$ cat src/rtl/spi_master.sv
// SPI mode-0 master: one byte per transfer, MSB first, SCLK half-period = CLK_DIV clk cycles.
// Accepted start to done is 18*CLK_DIV cycles; start is ignored while busy_o is high.
module spi_master #(
  parameter int CLK_DIV = 50
) (
  input  logic       clk,
  input  logic       rst,
  input  logic       start_i,
  input  logic [7:0] tx_data_i,
  output logic [7:0] rx_data_o,
  output logic       done_o,
  output logic       busy_o,
  output logic       sclk_o,
  output logic       mosi_o,
  input  logic       miso_i,
  output logic       ss_n_o
);

  typedef enum logic [2:0] {
    IDLE,
    SETUP,
    CLK_LO,
    CLK_HI,
    STOP
  } state_e;

  localparam logic [9:0] HALF_LAST = 10'(CLK_DIV - 1);

  state_e     state_q;
  logic [9:0] half_cnt_q;
  logic [9:0] half_cnt_d;
  logic       half_end;
  logic [2:0] bit_cnt_q;
  logic [7:0] tx_shift_q;
  logic [7:0] rx_shift_q;
  logic       stop_tail_q;

  always_comb begin
    half_end   = (half_cnt_q == HALF_LAST);
    half_cnt_d = half_end ? 10'd0 : half_cnt_q + 10'd1;
    if (state_q == IDLE) begin
      half_cnt_d = 10'd0;
    end
  end

  always_ff @(posedge clk or posedge rst) begin
    if (rst) begin
      state_q     <= IDLE;
      half_cnt_q  <= 10'd0;
      bit_cnt_q   <= 3'd0;
      tx_shift_q  <= 8'h00;
      rx_shift_q  <= 8'h00;
      stop_tail_q <= 1'b0;
      rx_data_o   <= 8'h00;
      done_o      <= 1'b0;
      busy_o      <= 1'b0;
      sclk_o      <= 1'b0;
      mosi_o      <= 1'b0;
      ss_n_o      <= 1'b1;
    end else begin
      done_o     <= 1'b0;
      half_cnt_q <= half_cnt_d;
      case (state_q)
        IDLE: begin
          if (start_i) begin
            tx_shift_q  <= {tx_data_i[6:0], 1'b0};
            rx_shift_q  <= 8'h00;
            mosi_o      <= tx_data_i[7];
            ss_n_o      <= 1'b0;
            busy_o      <= 1'b1;
            bit_cnt_q   <= 3'd0;
            stop_tail_q <= 1'b0;
            state_q     <= SETUP;
          end
        end
        SETUP: begin
          if (half_end) begin
            sclk_o     <= 1'b1;
            rx_shift_q <= {rx_shift_q[6:0], miso_i};
            state_q    <= CLK_HI;
          end
        end
        CLK_HI: begin
          if (half_end) begin
            sclk_o <= 1'b0;
            if (bit_cnt_q == 3'd7) begin
              state_q <= STOP;
            end else begin
              bit_cnt_q  <= bit_cnt_q + 3'd1;
              mosi_o     <= tx_shift_q[7];
              tx_shift_q <= {tx_shift_q[6:0], 1'b0};
              state_q    <= CLK_LO;
            end
          end
        end
        CLK_LO: begin
          if (half_end) begin
            sclk_o     <= 1'b1;
            rx_shift_q <= {rx_shift_q[6:0], miso_i};
            state_q    <= CLK_HI;
          end
        end
        STOP: begin
          // The final SCLK low half-period runs out before the select hold period starts.
          if (half_end) begin
            if (!stop_tail_q) begin
              stop_tail_q <= 1'b1;
            end else begin
              ss_n_o    <= 1'b1;
              mosi_o    <= 1'b0;
              rx_data_o <= rx_shift_q;
              done_o    <= 1'b1;
              busy_o    <= 1'b0;
              state_q   <= IDLE;
            end
          end
        end
        default: state_q <= IDLE;
      endcase
    end
  end

endmodule

$ cat config.mk
export PLATFORM = sky130hd
export DESIGN_NAME = spi_master
export DESIGN_NICKNAME = d
export VERILOG_FILES = /design/src/rtl/spi_master.sv
export SDC_FILE = /design/constraint.sdc
export NUM_CORES = 1
export LEC_CHECK = 0
export BUFFER_PORTS_ARGS = -buffer_cell sky130_fd_sc_hd__buf_2
export CORE_ASPECT_RATIO = 0.8
export CORE_MARGIN = 2
export CORE_UTILIZATION = 30
export DETAILED_ROUTE_END_ITERATION = 8
export GPL_TIMING_DRIVEN = 0
export PLACE_DENSITY = 0.46
export SETUP_SLACK_MARGIN = 0.3
export SKIP_LAST_GASP = 1
export SLEW_MARGIN = 20
export SYNTH_ARGS = -nofsm -noshare
export SYNTH_HDL_FRONTEND = slang
export SYNTH_SLANG_ARGS = --single-unit
$ cat constraint.sdc
create_clock -name clk -period 2.15 [get_ports clk]
set_clock_uncertainty 0.1 [all_clocks]
set_input_delay 0.1075 -clock clk [delete_from_list [all_inputs] [get_ports clk]]
set_output_delay 0.1075 -clock clk [all_outputs]
set_load 0.01 [all_outputs]
After elaboration in Yosys (flattened, before gate mapping)
Index checks and enable logic that the tools add are counted.
Word-level totals
  latch bits: 0
  memories: 0
  bits in writable memories: 0
  ROM bits: 0
  bits of input ports: 12
  register bits: 46
  output and inout bits: 13
Cells by class
  eq/ne operators: 12
  $lt $le $gt $ge: 0
  multiply operators: 0
  shifts and indexed selects: 0
  reductions and logical operators: 15
  add/subtract/negate cells: 2
  div/mod/pow operators: 0
  bitwise logic cells: 0
  muxes and demuxes: 39
Operators by type and width (number)
  8-bit 2-to-1 mux: 5
  8-bit one-hot mux with 2 select lines: 2
  3-bit 2-to-1 mux: 9
  10-bit 2-to-1 mux: 2
  1-bit 2-to-1 mux: 14
  3-bit one-hot mux with 4 select lines: 1
  3-bit AND reduction: 4
  10-bit by 1-bit adder with 10-bit output (second input constant): 1
  10-bit by 6-bit equality test with 1-bit output (second input constant): 1
  2-bit != test (second input constant): 5
  1-bit one-hot mux with 2 select lines: 4
  4-bit AND reduction: 2
  2-bit nonzero test: 4
  3-bit by 2-bit equality test with 1-bit output (second input constant): 2
  3-bit equality test (second input constant): 2
  3-bit one-hot mux with 2 select lines: 1
  6-bit AND reduction: 1
  5-bit AND reduction: 1
  3-bit by 1-bit adder with 3-bit output (second input constant): 1
  3-bit by 1-bit equality test with 1-bit output (second input constant): 1
  3-bit logical NOT: 1
  1-bit one-hot mux with 3 select lines: 1
  3-bit nonzero test: 1
  2-bit by 1-bit != test with 1-bit output (second input constant): 1
  2-bit OR reduction: 1

Logic depth before layout (Yosys ltp)
  word-level depth: 4
  gate-level depth with buffers: 8

Least setup slack after synthesis
Ideal clock, no wire load.
  kind: flip-flop to flip-flop
  from: register half_cnt_q[1]
  to: register tx_shift_q[2]
  path slack: 277 ps
  period minus slack after synthesis: 1873 ps
  arrival time: 1648 ps
  buffers on the path: 2
  cell stages (with the launch flop): 9
  setup time: 125 ps
  cell sequence: dfrtp_1 inv_1 ha_1 nor2b_1 and3_4 buf_6 o22a_1 buf_6 mux2_4
On the way
  cells in the longest elaborated chain, start to end: 3
Ends and longest elaborated chain
  start, declared: RTL line 30  | logic [9:0] half_cnt_q;
  start signal, assigned: RTL line 62  | half_cnt_q <= half_cnt_d;
  10-bit by 6-bit equality test with 1-bit output: RTL line 39  | half_end = (half_cnt_q == HALF_LAST);
  2-bit != test (no source line)
  4-bit AND reduction (no source line)
  end signal, assigned: RTL line 66  | tx_shift_q <= {tx_data_i[6:0], 1'b0};
  end signal, assigned: RTL line 91  | tx_shift_q <= {tx_shift_q[6:0], 1'b0};
  end, declared: RTL line 34  | logic [7:0] tx_shift_q;
No other way between the ends.
A chain may end at the register's enable or synchronous reset.

Worst setup path after layout
  from: register half_cnt_q[7]
  to: register tx_shift_q[3]
Same word-level chain as after synthesis.

==> reports/metrics.cfg <==
[final_layout]
n_antenna_cell=0
nets=268
area_growth_pct=25.3
multi_input_area_mm2=0.00105
ff_latch_area_mm2=0.00113
postLayoutCoreUtil_pct=39.5
drive_above_1_share_pct=36.4
fin_area_mm2=0.00278
nFillCells=675
final-instance-count-excl-fill=340

[place]
dp_cells=315
placed_area_mm2=0.00247
hpwl_um=3040
io_buffers=24
gp_congestion=0.743
dp_slack_ns=0.0817

[route]
via_per_inst=4.67
dr.pass1.iters=4
wire_per_inst_um=13.4
wl_um=4560
ant_nets=0
initialDrtViolationCount=76
drc=0
vias=1588

[worst_setup_path]
cp_max_fo=7
crit_cells=6
cpMostUsedCell=buf_6
cp-start-kind=register
critPathMaxStageDelay_ns=0.40
critPathKind=reg2reg
critPathCaptureType=register
cp_slowest_cell=dfrtp_1
cp_data_arrival_time_ns=1.93
crit_required_ns=2.23
crit_family=simple AND/OR/NAND/NOR gates
reg2regPathDepth=6
path_buf_inv=2
path_cells=and4bb_4 > and3_4 > buf_6 > o22a_1 > buf_6 > mux2_4

[clocking]
ctsLongestPathBuffers=2
numCtsBuffers=5
clk_latency_ns=0.30
cts_tree=built
cts_root_buf=clkbuf_8
htreeDepth=2
path_clk_slew_ns=0.10
numClockSinks=45

[floorplanning]
boundaryPins=25
start_util_pct=31.5
core_mm2=0.00703
fp-row-count=27
die_w_um=100
die_y_um=80.9
die-area_mm2=0.00809

[sta]
worstMarginPinSlew_ns=0.445
fin_crit_sh_pct=85.9
final.setup.worst_slack_ns=0.302
max_freq_ghz=0.541
timing.hold.ws_ns=0.0106
layout_min_cycle_time_ns=1.85
fin_tns_setup_ns=0
timing.final.hold_violations=0
slew-limit-headroom_pct=70.3
rsz0062_at_grt=true
maxSlewViolCount=0
setup_viol=0

[grt]
grt_overflow_total=0
use_met1_pct=17.3
met3_usage_pct=3.18
antenna_found_initial=0
grt_pass1_wl_um=7630
track_usage_pct=12.1
grt_max_degree=28
busiest_layer=met2
grt_pass1_vias=1555
grt_util_met2_pct=17.8

[synthesis]
synth_edf_count=0
yosys-top-cells-area=dfrtp_1 (50%), mux2_4 (8.8%), nand2_1 (5.3%)
synthFlopType=dfrtp_1
synth_top_area_share_pct=49.7
synthArstFlopShare_pct=100
netlist_instances=203
ys_seq_area_share_pct=50.9
ys_seq_elements=45
syn_area_mm2=0.00222
ys_warn_count=0
yosysTopAreaCell=dfrtp_1
avgSynthCellArea_um2=10.9
synth_nets=219
ys_types=44

[outcome]
status=complete, no violations

[worst_hold_path]
min_path_cells=4
hold_path.class=in2reg

[power]
p_leak_nw=1.36
fin_total_pwr_mw=3.03
ir_worst_vdd_mv=0.357
power.density_mw_per_mm2=1090

[flow_run]
maxCapViolations=0

[worst paths after layout]
kind                                 end          start  slack, ns
setup / recovery           tx_shift_q[3]  half_cnt_q[7]       0.30
hold / removal                    ss_n_o        start_i       0.01
setup reg to reg           tx_shift_q[3]  half_cnt_q[7]       0.30
hold reg to reg                   ss_n_o         ss_n_o       0.36
max in group asynchronous         ss_n_o            rst       1.15
min in group asynchronous         busy_o            rst       0.24
[cells in the mapped netlist, types with 2 or more instances]
| master | n |
|---|---|
| nor3_2 | 2 |
| nor2_1 | 16 |
| o21ai_0 | 9 |
| inv_1 | 4 |
| mux2_2 | 2 |
| mux2_4 | 13 |
| clkbuf_1 | 6 |
| xor2_1 | 8 |
| buf_2 | 4 |
| a32o_1 | 3 |
| o22ai_1 | 3 |
| and4_1 | 2 |
| nand3_1 | 4 |
| nand2_1 | 31 |
| and3_1 | 2 |
| ha_1 | 4 |
| a21oi_1 | 3 |
| nand4_1 | 4 |
| nor2b_1 | 5 |
| a22o_1 | 2 |
| a22oi_1 | 8 |
| dfrtp_1 | 44 |
| buf_6 | 3 |
[report_power, final]
part | internal, mW | switching [mW]
logic | 0.566 | 0.503
registers | 1.10 | 0.214
clock network | 0.348 | 0.302
[cells in the final DEF (no fill, tap or decap), types with 3 or more instances in the layout]
cell type / n
nor2_1: 15
xor2_1: 8
buf_2: 28
nand3_1: 4
buf_6: 3
a21oi_1: 3
clkbuf_8: 5
dlygate4sd3_1: 3
nand4_1: 4
dfrtp_1: 42
o21ai_0: 9
buf_4: 14
clkbuf_2: 5
mux2_4: 13
nor2b_1: 4
a22oi_1: 8
ha_1: 3
nand2_1: 31
a32o_1: 3
inv_1: 3
[cell families (layout without fill, tap and decap cells)]
logic type	Yosys count	count (layout)	synth area share, %
xor gates and xnor gates	9	9	3.56
DFF	45	45	50.9
and+or+nand+nor	78	78	18.2
AOI/OAI and AO/OA	34	34	10.7
buffers and inverters	17	67	4.12
muxes	16	16	10.3
adders and majority gates	4	4	2.26
[tightest hold or removal path, delay by kind of cell]
kind                   cells  cell delay [ns]
buffers and inverters      1             0.11
and+or+nand+nor            3             0.19
[layer usage]
metal / part of all wire [%] / vias up
li1: - / 807
met1: 53 / 754
met2: 43 / 21
met3: 2.8 / 6
met4: 1.4 / 0
met5: 0 / -
[state kept, by name, summed over array words and instances (netlist names), 3 cells and up]
name        flops
rx_data_o       8
bit_cnt_q       3
half_cnt_q     10
tx_shift_q      7
rx_shift_q      8
state_q         3
[area by class of cell]
type,count,area share [%]
Timing Repair Buffer,42,9.91
Clock buffer,5,2.48
Sequential cell,45,40.7
Clock inverter,3,1.67
Multi-Input combinational cell,141,37.8
Buffer,13,2.97
Tap cell,87,3.92
Inverter,4,0.541
[repair_timing]
item                                   4_1_cts  5_1_grt
hold buffers                                 3        0
endpoints found under the hold margin       20        0
setup buffers                               11        3
gates cloned                                 0        0
resized for setup                           11        7
pin swaps                                    6        3
setup endpoints to repair                   28       34
No activity file was read; power rests on OpenSTA's default activity.
